<file path="config.mk">
export PLATFORM = sky130hd
export DESIGN_NAME = multiplier_seq_param_flat
export DESIGN_NICKNAME = d
export VERILOG_FILES = /design/src/rtl/multiplier_seq_param_if.sv /design/src/rtl/multiplier_seq_param.sv /design/src/flat_wrapper.sv
export SDC_FILE = /design/constraint.sdc
export NUM_CORES = 1
export LEC_CHECK = 0
export CAP_MARGIN = 20
export CORE_MARGIN = 3
export CORE_UTILIZATION = 40
export DETAILED_ROUTE_END_ITERATION = 10
export SLEW_MARGIN = 10
export SYNTH_ARGS = -nofsm -noshare
export SYNTH_HDL_FRONTEND = slang
export SYNTH_SLANG_ARGS = --single-unit
export TNS_END_PERCENT = 5
</file>
<file path="constraint.sdc">
create_clock -name Clk -period 3.05 [get_ports Clk]
set_clock_uncertainty 0.15 [all_clocks]
set_input_delay 0.4575 -clock Clk [delete_from_list [all_inputs] [get_ports Clk]]
set_output_delay 0.4575 -clock Clk [all_outputs]
set_load 0.02 [all_outputs]
</file>
<file path="src/rtl/multiplier_seq_param_if.sv">
// Operand/result bundle for the sequential shift-add multiplier.
// master drives the controls and operand; slave is the multiplier itself.
interface multiplier_seq_param_if #(
  parameter int unsigned WIDTH = 8
) ();
  logic             ClearA_loadB;
  logic             Execute;
  logic             Signed_mode;
  logic [WIDTH-1:0] Din;
  logic [WIDTH-1:0] Aval;
  logic [WIDTH-1:0] Bval;
  logic             X;
  logic             Busy;
  logic             Done;

  modport master (
    output ClearA_loadB, Execute, Signed_mode, Din,
    input  Aval, Bval, X, Busy, Done
  );

  modport slave (
    input  ClearA_loadB, Execute, Signed_mode, Din,
    output Aval, Bval, X, Busy, Done
  );
endinterface

</file>
<file path="src/rtl/multiplier_seq_param.sv">
// Sequential shift-add WIDTH x WIDTH multiplier, product in {A,B} with sign/carry bit X.
// Define MULT_FUSED_STEP_EN to merge the add and shift phases into a single STEP state.
module multiplier_seq_param #(
  parameter int unsigned WIDTH = 8
) (
  input logic                     Clk,
  input logic                     Reset,
  multiplier_seq_param_if.slave   bus_io
);

  localparam int unsigned CntW = $clog2(WIDTH + 1);

`ifdef MULT_FUSED_STEP_EN
  typedef enum logic [1:0] {StIdle, StStep, StDone} state_e;
`else
  typedef enum logic [1:0] {StIdle, StAdd, StShift, StDone} state_e;
`endif

  state_e            state_q, state_d;
  logic [WIDTH-1:0]  a_q, a_d;
  logic [WIDTH-1:0]  b_q, b_d;
  logic [WIDTH-1:0]  s_q, s_d;
  logic              x_q, x_d;
  logic              sgn_q, sgn_d;
  logic [CntW-1:0]   cnt_q, cnt_d;

  logic [WIDTH:0]    ext_a, ext_s, sum;
  logic [WIDTH-1:0]  add_a, sh_src_a, sh_a, sh_b;
  logic              add_x, sh_src_x, sh_x;
  logic [CntW-1:0]   cnt_inc;

  // Datapath: conditional add/subtract of S into A, then one-bit right shift of {X,A,B}.
  always_comb begin
    ext_a = sgn_q ? {a_q[WIDTH-1], a_q} : {1'b0, a_q};
    ext_s = sgn_q ? {s_q[WIDTH-1], s_q} : {1'b0, s_q};
    // The top multiplier bit carries negative weight in two's complement.
    if (sgn_q && (cnt_q == CntW'(WIDTH - 1))) begin
      sum = ext_a - ext_s;
    end else begin
      sum = ext_a + ext_s;
    end
    add_a = b_q[0] ? sum[WIDTH-1:0] : a_q;
    add_x = b_q[0] ? sum[WIDTH]     : x_q;
`ifdef MULT_FUSED_STEP_EN
    sh_src_a = add_a;
    sh_src_x = add_x;
`else
    sh_src_a = a_q;
    sh_src_x = x_q;
`endif
    sh_a    = {sh_src_x, sh_src_a[WIDTH-1:1]};
    sh_b    = {sh_src_a[0], b_q[WIDTH-1:1]};
    sh_x    = sgn_q & sh_src_x;
    cnt_inc = cnt_q + CntW'(1);
  end

  always_comb begin
    state_d = state_q;
    a_d     = a_q;
    b_d     = b_q;
    s_d     = s_q;
    x_d     = x_q;
    sgn_d   = sgn_q;
    cnt_d   = cnt_q;
    unique case (state_q)
      StIdle: begin
        if (bus_io.ClearA_loadB) begin
          a_d = '0;
          x_d = 1'b0;
          b_d = bus_io.Din;
        end else if (bus_io.Execute) begin
          s_d   = bus_io.Din;
          sgn_d = bus_io.Signed_mode;
          a_d   = '0;
          x_d   = 1'b0;
          cnt_d = '0;
`ifdef MULT_FUSED_STEP_EN
          state_d = StStep;
`else
          state_d = StAdd;
`endif
        end
      end
`ifdef MULT_FUSED_STEP_EN
      StStep: begin
        a_d     = sh_a;
        b_d     = sh_b;
        x_d     = sh_x;
        cnt_d   = cnt_inc;
        state_d = (cnt_inc == CntW'(WIDTH)) ? StDone : StStep;
      end
`else
      StAdd: begin
        a_d     = add_a;
        x_d     = add_x;
        state_d = StShift;
      end
      StShift: begin
        a_d     = sh_a;
        b_d     = sh_b;
        x_d     = sh_x;
        cnt_d   = cnt_inc;
        state_d = (cnt_inc == CntW'(WIDTH)) ? StDone : StAdd;
      end
`endif
      StDone: begin
        // One multiply per press: wait for Execute to drop before re-arming.
        if (!bus_io.Execute) begin
          state_d = StIdle;
        end
      end
      default: state_d = StIdle;
    endcase
  end

  always_ff @(posedge Clk or negedge Reset) begin
    if (!Reset) begin
      state_q <= StIdle;
      a_q     <= '0;
      b_q     <= '0;
      s_q     <= '0;
      x_q     <= 1'b0;
      sgn_q   <= 1'b0;
      cnt_q   <= '0;
    end else begin
      state_q <= state_d;
      a_q     <= a_d;
      b_q     <= b_d;
      s_q     <= s_d;
      x_q     <= x_d;
      sgn_q   <= sgn_d;
      cnt_q   <= cnt_d;
    end
  end

  assign bus_io.Aval = a_q;
  assign bus_io.Bval = b_q;
  assign bus_io.X    = x_q;
  assign bus_io.Done = (state_q == StDone);
`ifdef MULT_FUSED_STEP_EN
  assign bus_io.Busy = (state_q == StStep);
`else
  assign bus_io.Busy = (state_q == StAdd) || (state_q == StShift);
`endif

endmodule

</file>
<file path="src/flat_wrapper.sv">
// flat-port wrapper written by rule: the top's interface ports become plain ports
module multiplier_seq_param_flat 
#(
  parameter int unsigned WIDTH = 8
)
  (Clk, Reset, bus_io_ClearA_loadB, bus_io_Execute, bus_io_Signed_mode, bus_io_Din, bus_io_Aval, bus_io_Bval, bus_io_X, bus_io_Busy, bus_io_Done);
  multiplier_seq_param_if #(.WIDTH(WIDTH)) bus_io_i ();
  input logic Clk;
  input logic Reset;
  input wire logic [$bits(bus_io_i.ClearA_loadB)-1:0] bus_io_ClearA_loadB;
  input wire logic [$bits(bus_io_i.Execute)-1:0] bus_io_Execute;
  input wire logic [$bits(bus_io_i.Signed_mode)-1:0] bus_io_Signed_mode;
  input wire logic [$bits(bus_io_i.Din)-1:0] bus_io_Din;
  output wire logic [$bits(bus_io_i.Aval)-1:0] bus_io_Aval;
  output wire logic [$bits(bus_io_i.Bval)-1:0] bus_io_Bval;
  output wire logic [$bits(bus_io_i.X)-1:0] bus_io_X;
  output wire logic [$bits(bus_io_i.Busy)-1:0] bus_io_Busy;
  output wire logic [$bits(bus_io_i.Done)-1:0] bus_io_Done;
  assign bus_io_i.ClearA_loadB = bus_io_ClearA_loadB;
  assign bus_io_i.Execute = bus_io_Execute;
  assign bus_io_i.Signed_mode = bus_io_Signed_mode;
  assign bus_io_i.Din = bus_io_Din;
  assign bus_io_Aval = bus_io_i.Aval;
  assign bus_io_Bval = bus_io_i.Bval;
  assign bus_io_X = bus_io_i.X;
  assign bus_io_Busy = bus_io_i.Busy;
  assign bus_io_Done = bus_io_i.Done;
  multiplier_seq_param #(.WIDTH(WIDTH)) u_core (.Clk(Clk), .Reset(Reset), .bus_io(bus_io_i));
endmodule
</file>
# After elaboration in Yosys (flattened, before gate mapping)
# Index checks and enable logic that the tools add are counted.
# Widths: inputs -> output; s select.
op_classes:
  add_sub_neg: 3
  eq_ne: 11
  n_mux: 21
  bitwise: 2
  reduce_logical: 10
op_table:
  columns: ["operator", "n"]
  rows:
  - ["$mux 8", 4]
  - ["$mux 9", 3]
  - ["$pmux 8 s3", 1]
  - ["$pmux 8 s2", 1]
  - ["$reduce_and 3->1", 4]
  - ["$add 9x9->9", 1]
  - ["$sub 9x9->9", 1]
  - ["$mux 2", 4]
  - ["$mux 4", 2]
  - ["$ne 2x2->1 const B", 4]
  - ["$pmux 2 s4", 1]
  - ["$pmux 4 s2", 1]
  - ["$add 4x1->4 const B", 1]
  - ["$eq 2x2->1 const B", 2]
  - ["$eq 4x3->1 const B", 1]
  - ["$eq 4x4->1 const B", 1]
  - ["$mux 1", 3]
  - ["$ne 3x3->1 const B", 1]
  - ["$pmux 1 s3", 1]
  - ["$reduce_bool 3->1", 1]
  - ["$eq 2x1->1 const B", 1]
  - ["$logic_not 2->1", 1]
  - ["$ne 2x1->1 const B", 1]
  - ["$reduce_and 2->1", 1]
  - ["other kinds (5)", 5]
word_totals:
  ff_bits: 32
  inputBits: 13
  output_inout_bits: 19

# Depth between registers and ports, before layout
depth:
  depth_word: 5
  mapped_depth: 12
  ltp_nobuf: 12

# Least setup slack after synthesis
# Ideal clock, no wire load.
synth_timing:
  path_type: "reg-to-reg"
  start: "register u_core.cnt_q[0]"
  end: "register u_core.a_q[7] (netlist: u_core.bus_io.Aval[7])"
  arrival_ps: 2258
  slack_ps: 495
  stages_incl_launch_ff: 12
  synth_period_minus_slack_ps: 2555
  cell_sequence: "dfrtp_1 > ha_1 > and4b_1 > buf_6 > a21oi_1 > xnor2_1 > ha_1 > a21oi_1 > nor2b_1 > a311oi_1 > xor2_1 > o221ai_1"
synth_via:
  elab_chain_cells: 5
synth_lines:
  columns: ["element", "line", "source"]
  rows:
  - ["from (decl)", "multiplier_seq_param.sv:25", "logic [CntW-1:0] cnt_q, cnt_d;"]
  - ["from (signal assigned)", "multiplier_seq_param.sv:132", "cnt_q <= cnt_d;"]
  - ["$eq 4x3->1", "multiplier_seq_param.sv:37", "if (sgn_q && (cnt_q == CntW'(WIDTH - 1))) begin"]
  - ["$logic_and 1x1->1", "multiplier_seq_param.sv:37", null]
  - ["$mux 9", "multiplier_seq_param.sv:37", null]
  - ["$mux 8", "multiplier_seq_param.sv:42", "add_a = b_q[0] ? sum[WIDTH-1:0] : a_q;"]
  - ["$pmux 8 s3", "multiplier_seq_param.sv:65", "unique case (state_q)"]
  - ["to (signal assigned)", "multiplier_seq_param.sv:119", "a_q <= '0;"]
  - ["to (signal assigned)", "multiplier_seq_param.sv:127", "a_q <= a_d;"]
  - ["to (decl)", "multiplier_seq_param.sv:20", "logic [WIDTH-1:0] a_q, a_d;"]
# No other way between the ends. The select of a mux whose other input is x is not followed.
# A chain may end at the register's enable or synchronous reset.

# Worst setup path in the final report
# Ends and elaborated chain as after synthesis.

==> key figures <==
Yosys
  • Post-synth EDFFs: 0
  • Cell Area, Synth: 2060 µm²
  • Synth area leaders: dfrtp_1 39%, ha_1 8.5%, mux2_2 4.9%
  • Number of synthesized register bits: 32
  • Synth Warn #: 0
  • Library cells used by synthesis: 46
  • Post-synth ARST share: 100%
  • Top FF cell, synth: dfrtp_1
  • Post-Synthesis Cells: between 200 and 250
  • Register area share after synthesis: about 39%
  • Share of the synthesized area in the top cell type: between 30% and 40%
  • Dominant cell type by area after synthesis: dfrtp_1
  • Syn nets: roughly 240
  • Avg Synthesized Cell Area: 9.53 µm²

Route
  • Avg Vias per Cell: about 5.4
  • Final WL: between 4000 and 5000 µm
  • WL/cell: around 15 µm
  • Final ANT Viol Nets: 0
  • DRC violations left: 0
  • TritonRoute pass-1 iters: 4
  • Vias post-DR: roughly 1,700
  • Initial DRC count: between 90 and 100

Pwr
  • P_int: roughly 0.0017 W
  • P per Cell Area: about 1200 nW/µm²
  • Sequential share of power: between 20% and 30%
  • Sw Share: a little under half
  • Max VDD drop: roughly 520 µV
  • Net Switching: about 0.0014 W
  • Leak pwr: approximately 1.0 nW
  • Comb pwr share: between 60% and 70%
  • Clk pwr share: between 10% and 20%

Cells and area
  • Commonest cells after routing, fill and taps aside: 32 x dfrtp_1, 31 x clkdlybuf4s50_1, 22 x nand2_1, 20 x a21oi_1, 16 x o22ai_1
  • Antenna fix cells: 0
  • Share of layout cells above drive strength 1: between 10% and 20%
  • Area Overhead vs Synth: 23.5%
  • Final #Nets: 278
  • Commonest non-fill, non-tap cell in the layout: dfrtp_1

Critical path
  • Crit path max fanout: 7
  • CP required: 3040 ps
  • Delay of the slowest critical-path stage: around 400 ps
  • Slowest cell on crit path: dfrtp_1
  • Crit-path cells: ha_1, and4b_1, a21oi_1, xnor2_1, ha_1, a21oi_1, nor2b_1, a311oi_1, xor2_1, o221ai_1
  • Critical Path AT: 2720 ps
  • Startpoint types: register
  • Family with the most delay on the worst path: compound AO/OA/AOI/OAI gates
  • Endpoint class of the critical path: register
  • Crit Path Category: reg2reg
  • Worst path bufs/invs: 0

STA
  • Slew Viols, Final: 0
  • Relative slew slack: 58.8%
  • Least-Margin Pin Slew: slightly above 600 ps
  • Fmax: ~0.37 GHz
  • Tcrit/Tclk final: between 80% and 90%
  • # setup viols final: 0
  • Setup TNS: 0 ps
  • Fin. Hold Viols: 0
  • Tmin final: about 2700 ps
  • RSZ-0062 raised after global routing: no
  • Final setup margin: between 300 and 400 ps

GRT
  • Vias in the first global route: 1,614
  • Global-route total usage across every layer: approximately 17%
  • Largest net degree at the start of global routing: 33
  • Gr ovfl total: 0
  • First-pass GRT wire length: between 7000 and 8000 µm
  • Initial antenna violation count: 0

Place
  • Gpl congestion: 0.827
  • Buffers added on ports: 31
  • Setup slack at placement: 325 ps
  • Sum of net half-perimeters after detailed placement: between 3000 and 4000 µm

Min path
  • Hold Crit Class: reg2reg

Die
  • Initial Utilization: a little over two fifths
  • Row cnt: 25
  • Die Y: 77.7 µm
  • Top-level I/O count: 32
  • Core area: ~4800 µm²
  • Die ar.: around 6000 µm²
  • Die width: 77.7 µm

Run
  • Max-cap violations: 0

Clock network
  • Clock Tree Buf Depth: 2
  • Hold_buf cts: 0
  • CTS tree: done
  • Num Clock Sinks: 32
  • Clock root buffer: clkbuf_8
  • CTS H-tree depth: 2
  • Worst-Skew Late Latency: 290 ps
  • CTS Buf Count: 5
  • Post-CTS sizing: 0
  • Setup Buffers After CTS: 0
  • Clk slew on worst S/H paths: around 70 ps

Status
  • Status: complete, no violations
synth_stat cells, types with 3 or more instances:
cell type	number
dfrtp_1	32
nand2_1	22
a21oi_1	20
o22ai_1	16
ha_1	14
nor2_1	11
mux2_2	9
inv_1	8
o21ai_0	7
o21ai_1	7
xnor2_1	7
xor2_1	6
clkbuf_1	5
nand3_1	5
a22o_1	3
buf_2	3
mux2i_1	3
nor2b_1	3
o221ai_1	3
flip-flops by register name, indices dropped and copies added, names as in the netlist:
signal and cells:
u_core.cnt_q 4, u_core.state_q 2, u_core.bus_io.Bval 8, u_core.bus_io.Aval 8, u_core.sgn_q 1, u_core.s_q 8
u_core.bus_io.X 1
kinds of logic after synthesis:
kind of cell	synth area share, %
multiplexers	6.38
adder cells (fa/ha/maj)	9.48
XOR/XNOR	5.53
buffers and inverters	3.83
AO/OA/AOI/OAI	22.3
flip-flops	38.9
AND/OR/NAND/NOR	13.6
layout make-up:
cell class / count / area [µm²]
Fill cell: 446 / 2310
Multi-Input combinational cell: 166 / 1180
Sequential cell: 32 / 801
Timing Repair Buffer: 36 / 348
Tap cell: 67 / 83.8
Clock buffer: 6 / 82.6
Inverter: 9 / 33.8
Clock inverter: 2 / 15.0
power groups by stage:
stage          combinational, W  clock (W)  sequential [W]
2_1_floorplan           0.00129          0        0.000904
3_3_place_gp            0.00188          0        0.000860
3_5_place_dp            0.00188          0        0.000858
4_1_cts                 0.00189   0.000370        0.000853
5_1_grt                 0.00208   0.000391        0.000889
6_report                0.00187   0.000360        0.000853
final timing paths:
kind / from / endpoint / slack, ps / cells past startpoint
worst max-delay path: u_core.cnt_q[0] / u_core.bus_io.Aval[7] / 320 / 10
worst min-delay path: u_core.cnt_q[1] / u_core.cnt_q[1] / 380 / 1
worst max register to register: u_core.cnt_q[0] / u_core.bus_io.Aval[7] / 320 / 10
worst min register to register: u_core.cnt_q[1] / u_core.cnt_q[1] / 380 / 1
max in group asynchronous: Reset / u_core.cnt_q[2] / 2010 / 2
min in group asynchronous: Reset / u_core.bus_io.Aval[6] / 410 / 2
layer usage:
metal	wire length, µm	GRT usage (%)	up-vias
met3	260	4.29	4
li1	-	-	862
met1	2350	23.1	807
met5	0	0	-
met4	57	5.87	0
met2	2110	25.4	44
stage by stage:
stage	instances	hold WS (ps)	area [µm²]	utilization, %	total power [W]
6_report	318	383	2540	52.4	0.00309
2_1_floorplan	216	11.9	2060	-	0.00219
5_1_grt	318	396	2540	52.4	0.00336
3_5_place_dp	310	368	2440	50.4	0.00274
4_1_cts	318	385	2540	52.4	0.00311
3_3_place_gp	310	360	2440	50.4	0.00274
worst register-to-register path, delay by kind of cell, from the launching register on:
kind	cells	cell delay [ps]
flops	1	410
fa+ha+maj	2	560
compound gates	4	760
xor+xnor	2	320
simple gates	2	360
Note: power is estimated with default switching activity, not from simulation.
